[config.mk]
export PLATFORM = sky130hd
export DESIGN_NAME = uart
export DESIGN_NICKNAME = d
export VERILOG_FILES = /design/src/rtl/uart.sv
export SDC_FILE = /design/constraint.sdc
export NUM_CORES = 1
export LEC_CHECK = 0
export CORE_ASPECT_RATIO = 0.7
export CORE_MARGIN = 5
export CORE_UTILIZATION = 51
export CTS_CLUSTER_SIZE = 10
export DETAILED_ROUTE_END_ITERATION = 10
export PLACE_DENSITY = 0.77
export REMOVE_ABC_BUFFERS = 1
export SYNTH_ARGS = -nofsm -noshare
export SYNTH_HDL_FRONTEND = slang
export SYNTH_SLANG_ARGS = --single-unit
[constraint.sdc]
create_clock -name clk -period 2 [get_ports clk]
set_input_delay 0.3 -clock clk [delete_from_list [all_inputs] [get_ports clk]]
set_output_delay 0.3 -clock clk [all_outputs]
set_load 0.03 [all_outputs]
[src/rtl/uart.sv]
// uart: full-duplex UART, optional-parity transmitter and receiver on one clock.
// Rx samples each bit mid-period behind a 3-FF synchroniser on serial_in.
module uart #(
    parameter int INPUT_DATA_WIDTH = 8,
    parameter int PARITY_ENABLED   = 1,
    parameter int PARITY_TYPE      = 0,
    parameter int CLOCKS_PER_BIT   = 8
) (
    input  logic                                       clk,
    input  logic                                       reset,
    input  logic                                       enable,
    input  logic [INPUT_DATA_WIDTH-1:0]                i_data,
    output logic                                       serial_out,
    output logic                                       o_busy,
    input  logic                                       serial_in,
    output logic [INPUT_DATA_WIDTH-1:0]                received_data,
    output logic                                       data_is_valid,
    output logic                                       rx_error,
    output logic                                       baud_clk,
    output logic [INPUT_DATA_WIDTH+PARITY_ENABLED+1:0] shift_reg,
    output logic [3:0]                                 state
);

    localparam int N  = INPUT_DATA_WIDTH;
    localparam int FW = N + PARITY_ENABLED + 2;
    localparam int CW = (CLOCKS_PER_BIT > 1) ? $clog2(CLOCKS_PER_BIT) : 1;
    localparam int IW = (N > 1) ? $clog2(N) : 1;
    localparam logic [CW-1:0] BIT_LAST = CW'(CLOCKS_PER_BIT - 1);
    localparam logic [CW-1:0] BIT_HALF = CW'(CLOCKS_PER_BIT / 2);
    localparam logic          PTYPE    = (PARITY_TYPE != 0);

    // ---------------- baud generator ----------------
    logic [CW-1:0] baud_cnt;

    assign baud_clk = (baud_cnt == BIT_LAST);

    always_ff @(posedge clk) begin
        if (reset) begin
            baud_cnt <= '0;
        end else if (baud_clk) begin
            baud_cnt <= '0;
        end else begin
            baud_cnt <= baud_cnt + CW'(1);
        end
    end

    // ---------------- transmitter ----------------
    typedef enum logic [1:0] {
        TX_IDLE,
        TX_WAIT,
        TX_SEND
    } tx_state_t;

    tx_state_t     tx_cur;
    tx_state_t     tx_nxt;
    logic [FW-1:0] frame;
    logic [FW-1:0] sr_nxt;
    logic          so_nxt;
    logic          tx_par;

    assign tx_par = (^i_data) ^ PTYPE;

    generate
        if (PARITY_ENABLED != 0) begin : g_par
            assign frame = {1'b1, tx_par, i_data, 1'b0};
        end else begin : g_nopar
            assign frame = {1'b1, i_data, 1'b0};
        end
    endgenerate

    assign o_busy = (tx_cur != TX_IDLE);

    // The stop bit sits at the top of the frame, so shift_reg==1 means
    // the stop-bit period is the one just finishing.
    always_comb begin
        tx_nxt = tx_cur;
        sr_nxt = shift_reg;
        so_nxt = serial_out;
        unique case (tx_cur)
            TX_IDLE: begin
                if (enable) begin
                    tx_nxt = TX_WAIT;
                end
            end
            TX_WAIT: begin
                if (baud_clk) begin
                    sr_nxt = frame;
                    so_nxt = 1'b0;
                    tx_nxt = TX_SEND;
                end
            end
            TX_SEND: begin
                if (baud_clk) begin
                    if (shift_reg == FW'(1)) begin
                        sr_nxt = '0;
                        so_nxt = 1'b1;
                        tx_nxt = TX_IDLE;
                    end else begin
                        sr_nxt = shift_reg >> 1;
                        so_nxt = shift_reg[1];
                    end
                end
            end
            default: tx_nxt = TX_IDLE;
        endcase
    end

    always_ff @(posedge clk) begin
        if (reset) begin
            tx_cur     <= TX_IDLE;
            shift_reg  <= '1;
            serial_out <= 1'b1;
        end else begin
            tx_cur     <= tx_nxt;
            shift_reg  <= sr_nxt;
            serial_out <= so_nxt;
        end
    end

    // ---------------- receiver ----------------
    logic sync1;
    logic sync2;
    logic rx_bit;
    logic rx_prev;

    always_ff @(posedge clk) begin
        if (reset) begin
            sync1   <= 1'b1;
            sync2   <= 1'b1;
            rx_bit  <= 1'b1;
            rx_prev <= 1'b1;
        end else begin
            sync1   <= serial_in;
            sync2   <= sync1;
            rx_bit  <= sync2;
            rx_prev <= rx_bit;
        end
    end

    typedef enum logic [2:0] {
        RX_IDLE,
        RX_START,
        RX_DATA,
        RX_PARITY,
        RX_STOP
    } rx_phase_t;

    rx_phase_t     rx_cur;
    rx_phase_t     rx_nxt;
    logic [CW-1:0] rx_cnt;
    logic [CW-1:0] cnt_nxt;
    logic [IW-1:0] idx;
    logic [IW-1:0] idx_nxt;
    logic [N-1:0]  word;
    logic [N-1:0]  word_nxt;
    logic [N-1:0]  rdata_nxt;
    logic          par_bit;
    logic          par_nxt;
    logic          valid_nxt;
    logic          err_nxt;
    logic          par_ok;

    assign par_ok = (PARITY_ENABLED == 0) ||
                    (par_bit == ((^word) ^ PTYPE));

    always_comb begin
        rx_nxt    = rx_cur;
        cnt_nxt   = rx_cnt + CW'(1);
        idx_nxt   = idx;
        word_nxt  = word;
        par_nxt   = par_bit;
        rdata_nxt = received_data;
        valid_nxt = 1'b0;
        err_nxt   = 1'b0;
        unique case (rx_cur)
            RX_IDLE: begin
                cnt_nxt = '0;
                if (rx_prev && !rx_bit) begin
                    rx_nxt = RX_START;
                end
            end
            RX_START: begin
                // Re-check half a bit in so a short low glitch is dropped.
                if (rx_cnt == BIT_HALF) begin
                    cnt_nxt = '0;
                    idx_nxt = '0;
                    if (rx_bit) begin
                        rx_nxt = RX_IDLE;
                    end else begin
                        rx_nxt = RX_DATA;
                    end
                end
            end
            RX_DATA: begin
                if (rx_cnt == BIT_LAST) begin
                    cnt_nxt  = '0;
                    word_nxt = {rx_bit, word[N-1:1]};
                    idx_nxt  = idx + IW'(1);
                    if (idx == IW'(N - 1)) begin
                        if (PARITY_ENABLED != 0) begin
                            rx_nxt = RX_PARITY;
                        end else begin
                            rx_nxt = RX_STOP;
                        end
                    end
                end
            end
            RX_PARITY: begin
                if (rx_cnt == BIT_LAST) begin
                    cnt_nxt = '0;
                    par_nxt = rx_bit;
                    rx_nxt  = RX_STOP;
                end
            end
            RX_STOP: begin
                if (rx_cnt == BIT_LAST) begin
                    cnt_nxt = '0;
                    rx_nxt  = RX_IDLE;
                    if (rx_bit && par_ok) begin
                        rdata_nxt = word;
                        valid_nxt = 1'b1;
                    end else begin
                        err_nxt = 1'b1;
                    end
                end
            end
            default: rx_nxt = RX_IDLE;
        endcase
    end

    always_ff @(posedge clk) begin
        if (reset) begin
            rx_cur        <= RX_IDLE;
            rx_cnt        <= '0;
            idx           <= '0;
            word          <= '0;
            par_bit       <= 1'b0;
            received_data <= '0;
            data_is_valid <= 1'b0;
            rx_error      <= 1'b0;
        end else begin
            rx_cur        <= rx_nxt;
            rx_cnt        <= cnt_nxt;
            idx           <= idx_nxt;
            word          <= word_nxt;
            par_bit       <= par_nxt;
            received_data <= rdata_nxt;
            data_is_valid <= valid_nxt;
            rx_error      <= err_nxt;
        end
    end

    // Debug view: DATA_BIT_k is reported as 2+k.
    always_comb begin
        state = 4'd0;
        unique case (rx_cur)
            RX_IDLE:   state = 4'd0;
            RX_START:  state = 4'd1;
            RX_DATA:   state = 4'd2 + 4'(idx);
            RX_PARITY: state = 4'(N + 2);
            RX_STOP:   state = 4'(N + 3);
            default:   state = 4'd0;
        endcase
    end

endmodule

==> out/results.tsv <==
metric	value	unit
fmax	0.537	GHz
vdd_ir_drop_max	0.404	mV
worst_pin_slew	0.546	ns
grt_max_degree	38	
wl	5000	um
hp-start	reset	
clkSlewWorstSetupHoldPaths	0.09	ns
numCtsBuffers	5	
regToRegSetupSlack	0.31	ns
rsz0062_at_grt	no	
grt_pass1_vias	1763	
critPathKind	reg -> out	
cp.arrival	1.56	ns
max_cap_violations	0	
crit_fanout	5	
netlist_area	2400	sq um
slew_headroom	0.635	
cts-resized-gates	0	
die_height	67.4	um
cts_tree	done	
hp-class	in -> reg	
area_growth_syn_to_layout	22.7	%
power.density	626	nW/um^2
rows	20	
cts_setup_buffers	0	
r2r-start	word[4]$_SDFFE_PP0P_	
die_x	92.1	um
syn_inst	255	
worstSetupEndpointType	output port	
hold_buffers	0	
die_area	6210	sq um
drive_gt1_frac	0.110	
final.fill_count	384	
antenna_left	0	
drc	0	
antenna_found_initial	0	
synthFlopType	dfxtp_1	
core	4450	sq um
r2r-end	rx_error$_SDFF_PP0_	
first_iter_violations	92	
synth_fa_ha_area_frac	0.0416	
vias	1939	
portBuffers	39	
vias_per_cell	5.60	
status	finished, final reports clean	
skew	0.00215	ns
clockBufferDepth	2	
final_util	0.662	
yosysWarnings	0	
post-route-min-period	1.86	ns
synth-xor-area-share	0.0666	
gr-total-overflow	0	
grt_pass1_wl	8410	um
avgSynthCellArea	9.43	sq um
worstHoldEndpoint	rx_cur[2]$_SDFFE_PP0P_	
ys_ff_latch	49	
synthArstFlopShare	0	
critPathRequiredTime	1.70	ns
start_util	0.540	
synth-seq-area-share	0.408	
root_buffer	clkbuf_8	
start_kind	flop	
place.gp.congestion	0.865	
synth.distinct_cells	42	
final_nets	310	
worst-r2r-cell-count	4	
period_share	0.931	
hpwl	3640	um
diodes	0	
ctsHtreeMaxLevel	2	
synth_top_family_by_area	simple AND/OR/NAND/NOR gates	
total_power	1.85	mW
slew_viol_final	0	
min_path_cells	2	
wl_per_cell	14.5	um
hold_viol	0	
synth_compound_area_frac	0.169	
yosys.area_share.simple	0.199	
insertion_delay	0.30	ns
cts_num_sinks	49	
synth.area.mux_share	0.0770	
power.leakage	1.07	nW
boundaryPins	40	
largest_reg_flops	11	
track_usage	0.172	
dr.pass1.iters	4	
synth_edf_count	0	
finalSetupViolations	0	
==> report_power, final <==
part | leakage (nW) | switching (mW) | internal [mW] | total, mW
clock network | 0.0585 | 0.339 | 0.375 | 0.714
logic | 0.615 | 0.0668 | 0.0740 | 0.141
registers | 0.397 | 0.00639 | 0.985 | 0.992
total | 1.07 | 0.412 | 1.43 | 1.85
==> metal layers <==
layer  vias to the layer above  track usage  part of all wire
li1                        985            -                 -
met1                       900        0.241              0.50
met2                        44        0.253              0.43
met3                        10       0.0423             0.050
met4                         0       0.0704             0.014
met5                         -            0                 0
==> how the worst max path moves through the flow <==
| stage | start | endpoint | slack (ns) | cells past startpoint |
|---|---|---|---|---|
| 5_1_grt | rx_cur[2]$_SDFFE_PP0P_ | state[0] | 0.05 | 6 |
| 3_5_place_dp | word[4]$_SDFFE_PP0P_ | rx_error$_SDFF_PP0_ | 0.30 | 4 |
| 6_report | tx_cur[0]$_SDFFE_PP0P_ | o_busy | 0.14 | 2 |
| 2_1_floorplan | rx_cnt[0]$_SDFF_PP0_ | word[0]$_SDFFE_PP0P_ | -0.01 | 5 |
| 3_3_place_gp | word[4]$_SDFFE_PP0P_ | data_is_valid$_SDFF_PP0_ | 0.36 | 4 |
| 4_1_cts | rx_cur[1]$_SDFFE_PP0P_ | state[0] | 0.06 | 5 |
==> final cells by class <==
cell class	instances	area [sq um]	area share
Multi-Input combinational cell	184	1330	0.452
Clock buffer	5	68.8	0.0233
Sequential cell	49	982	0.333
Tap cell	55	68.8	0.0233
Inverter	4	15.0	0.00509
Clock inverter	3	43.8	0.0148
Timing Repair Buffer	46	438	0.148
==> worst max-delay path: stages (launching register included) <==
cell	delay, ns
dfxtp_1	0.36
or2_2	0.30
clkdlybuf4s50_1	0.60
==> through the flow <==
step                      cells  hold WS (ns)  TNS (ns)  cell area [sq um]  setup WS, ns
after global placement      338         0.392         0               2830         0.361
final                       346         0.393         0               2950         0.138
after detailed placement    338         0.396         0               2830         0.300
after global routing        346         0.411         0               2950        0.0472
after floorplan             237         0.369   -0.0832               2330       -0.0103
after CTS                   346         0.392         0               2950        0.0628
==> cell usage after synthesis (all sizes together) (3+ instances only) <==
master	instances	area, sq um
a211o	3	26.3
a21oi	13	65.1
a221o	4	40.0
a221oi	3	26.3
a22o	7	61.3
a22oi	5	37.5
a311oi	3	26.3
clkbuf	16	60.1
dfxtp	49	981
ha	8	100
inv	4	15.0
mux2i	17	170
nand2	12	45.0
nand2b	21	131
nand3	5	25.0
nor2	16	60.1
nor2b	8	50.1
nor3	6	30.0
nor3b	5	37.5
o21ai	6	30.0
or2	6	37.5
xnor2	9	78.8
xor2	4	35.0
==> placed cells by master, fill, tap and decap left out, types with 9 or more instances in the layout <==
cell	instances
a21oi_1	13
buf_4	11
clkdlybuf4s50_1	33
dfxtp_1	48
mux2i_1	17
nand2_1	12
nand2b_1	21
nor2_1	15
xnor2_1	9
==> logic make-up after synthesis <==
kind of cell | Yosys count
compound gates | 55
xor+xnor | 15
buf+inv | 22
simple gates | 88
mux | 18
fa+ha+maj | 8
flops | 49
No activity file was read; power rests on OpenSTA's default activity.
==> RTL edit (same settings) <==
`PARITY_ENABLED`: 1 -> 0.
--- a/src/rtl/uart.sv
+++ b/src/rtl/uart.sv
@@ -4,3 +4,3 @@
     parameter int INPUT_DATA_WIDTH = 8,
-    parameter int PARITY_ENABLED   = 1,
+    parameter int PARITY_ENABLED   = 0,
     parameter int PARITY_TYPE      = 0,
Ports: changed (resized shift_reg); port bits go from 40 to 39. The function was not compared with the original's and may differ.
==> RTL edit against the unedited design <==
Power down 3.7%. Critical endpoint unchanged. Routed wire length up 5.1%. Setup slack worse by 18 ps. Largest cell class unchanged. Cell area down 5.0%. Sequential cell count down 2. Area after synthesis down 6.8%. Fmax down 0.97%.
==> RTL edit: results (changes against the unedited design) <==
Timing
  • Slew margin rel.: 0.640 (+0.00493)
  • Fmax: 0.532 GHz (-0.97%)
  • Hold WS: 419 ps (+26.2 ps)

Synth
  • Post-synth top cells: 47 x dfxtp_1, 20 x a21oi_1, 19 x o21ai_0, 16 x inv_1, 16 x nand3_1
  • Top cells by area, synth: dfxtp_1 42%, a21oi_1 4.5%, ha_1 4.5%, o21ai_0 4.2%, nand3_1 3.6%
  • Synth Area in Adders: 0.0447 (+0.00302)
  • Post-Synth XOR/XNOR Area: 0 (-0.0666)
  • Sequential share of the synthesized area: 0.420 (+0.0118)
  • Syn Area/Cell: 8.82 um^2 (-6.4%)

Pwr
  • Seq pwr: 955 uW (-3.7%)
  • Clock Power: 713 uW (about the same)
  • Switching Fraction: 0.210 (-0.0138)
  • VDD IR max: 0.378 mV (-6.3%)
  • P_leak: 1.04 nW (-2.7%)
  • Internal power: 1.41 mW (-2.0%)

Setup path
  • Crit Path Max Fanout: 11 (+6)
  • Capture point of the worst reg-to-reg path: shift_reg[5]$_SDFFE_PP1P_
  • CP arrival: 1580 ps (+20 ps)

Route
  • Met1 Wirelength: 2.60 mm (+3.1%)
  • Final WL: 5.26 mm (+5.1%)
  • Vias post-DR: 2011 (+3.7%)
  • Met2 wire length: 2.22 mm (+2.8%)
  • Metal3 WL: 395 um (+58%)

Status
  • Status: completed

Global route
  • Tot GR Track Use: 0.192 (+0.0203)
  • First-pass GRT wire length: 8.83 mm (+4.9%)
  • GR Util met1: 0.296 (+0.0553)

Layout
  • Proportion of layout cells with a drive suffix above 1: 0.138 (+0.0280)
  • Non-Filler Instances: 345 (-0.29%)
  • # nets final: 309 (-0.32%)

Worst hold path
  • HP Start: sync1$_SDFF_PP1_
  • Hold Crit Depth: 1 (-1)

Placed design
  • Setup slack at placement: 184 ps (-116 ps)
-- RTL edit: cell count changes after synthesis, moves of 8 or more --
cell,before,now
inv_1,4,16
nand3_1,5,16
xnor2_1,9,0
nand2b_1,21,3
o21ai_0,6,19
mux2i_1,17,5
a31o_2,0,8
nor2_1,16,6
-- RTL edit: layout make-up --
| class | count | area, um^2 | share of cell area |
|---|---|---|---|
| timing repair buffer | 51 | 483 | 0.172 |
| multi-input combinational | 167 | 1130 | 0.402 |
| tap | 55 | 68.8 | 0.0246 |
| inverter | 17 | 63.8 | 0.0228 |
| sequential | 47 | 942 | 0.336 |
| clock buffer | 6 | 82.6 | 0.0295 |
| clock inverter | 2 | 35.0 | 0.0125 |
-- RTL edit: logic make-up (layout without fill, tap and decap cells) --
family                     count (synthesis)  after routing
buffers and inverters                     40             76
DFF                                       47             47
adders and majority gates                  8              8
muxes                                      5              5
AOI/OAI and AO/OA                         82             82
and+or+nand+nor                           72             72
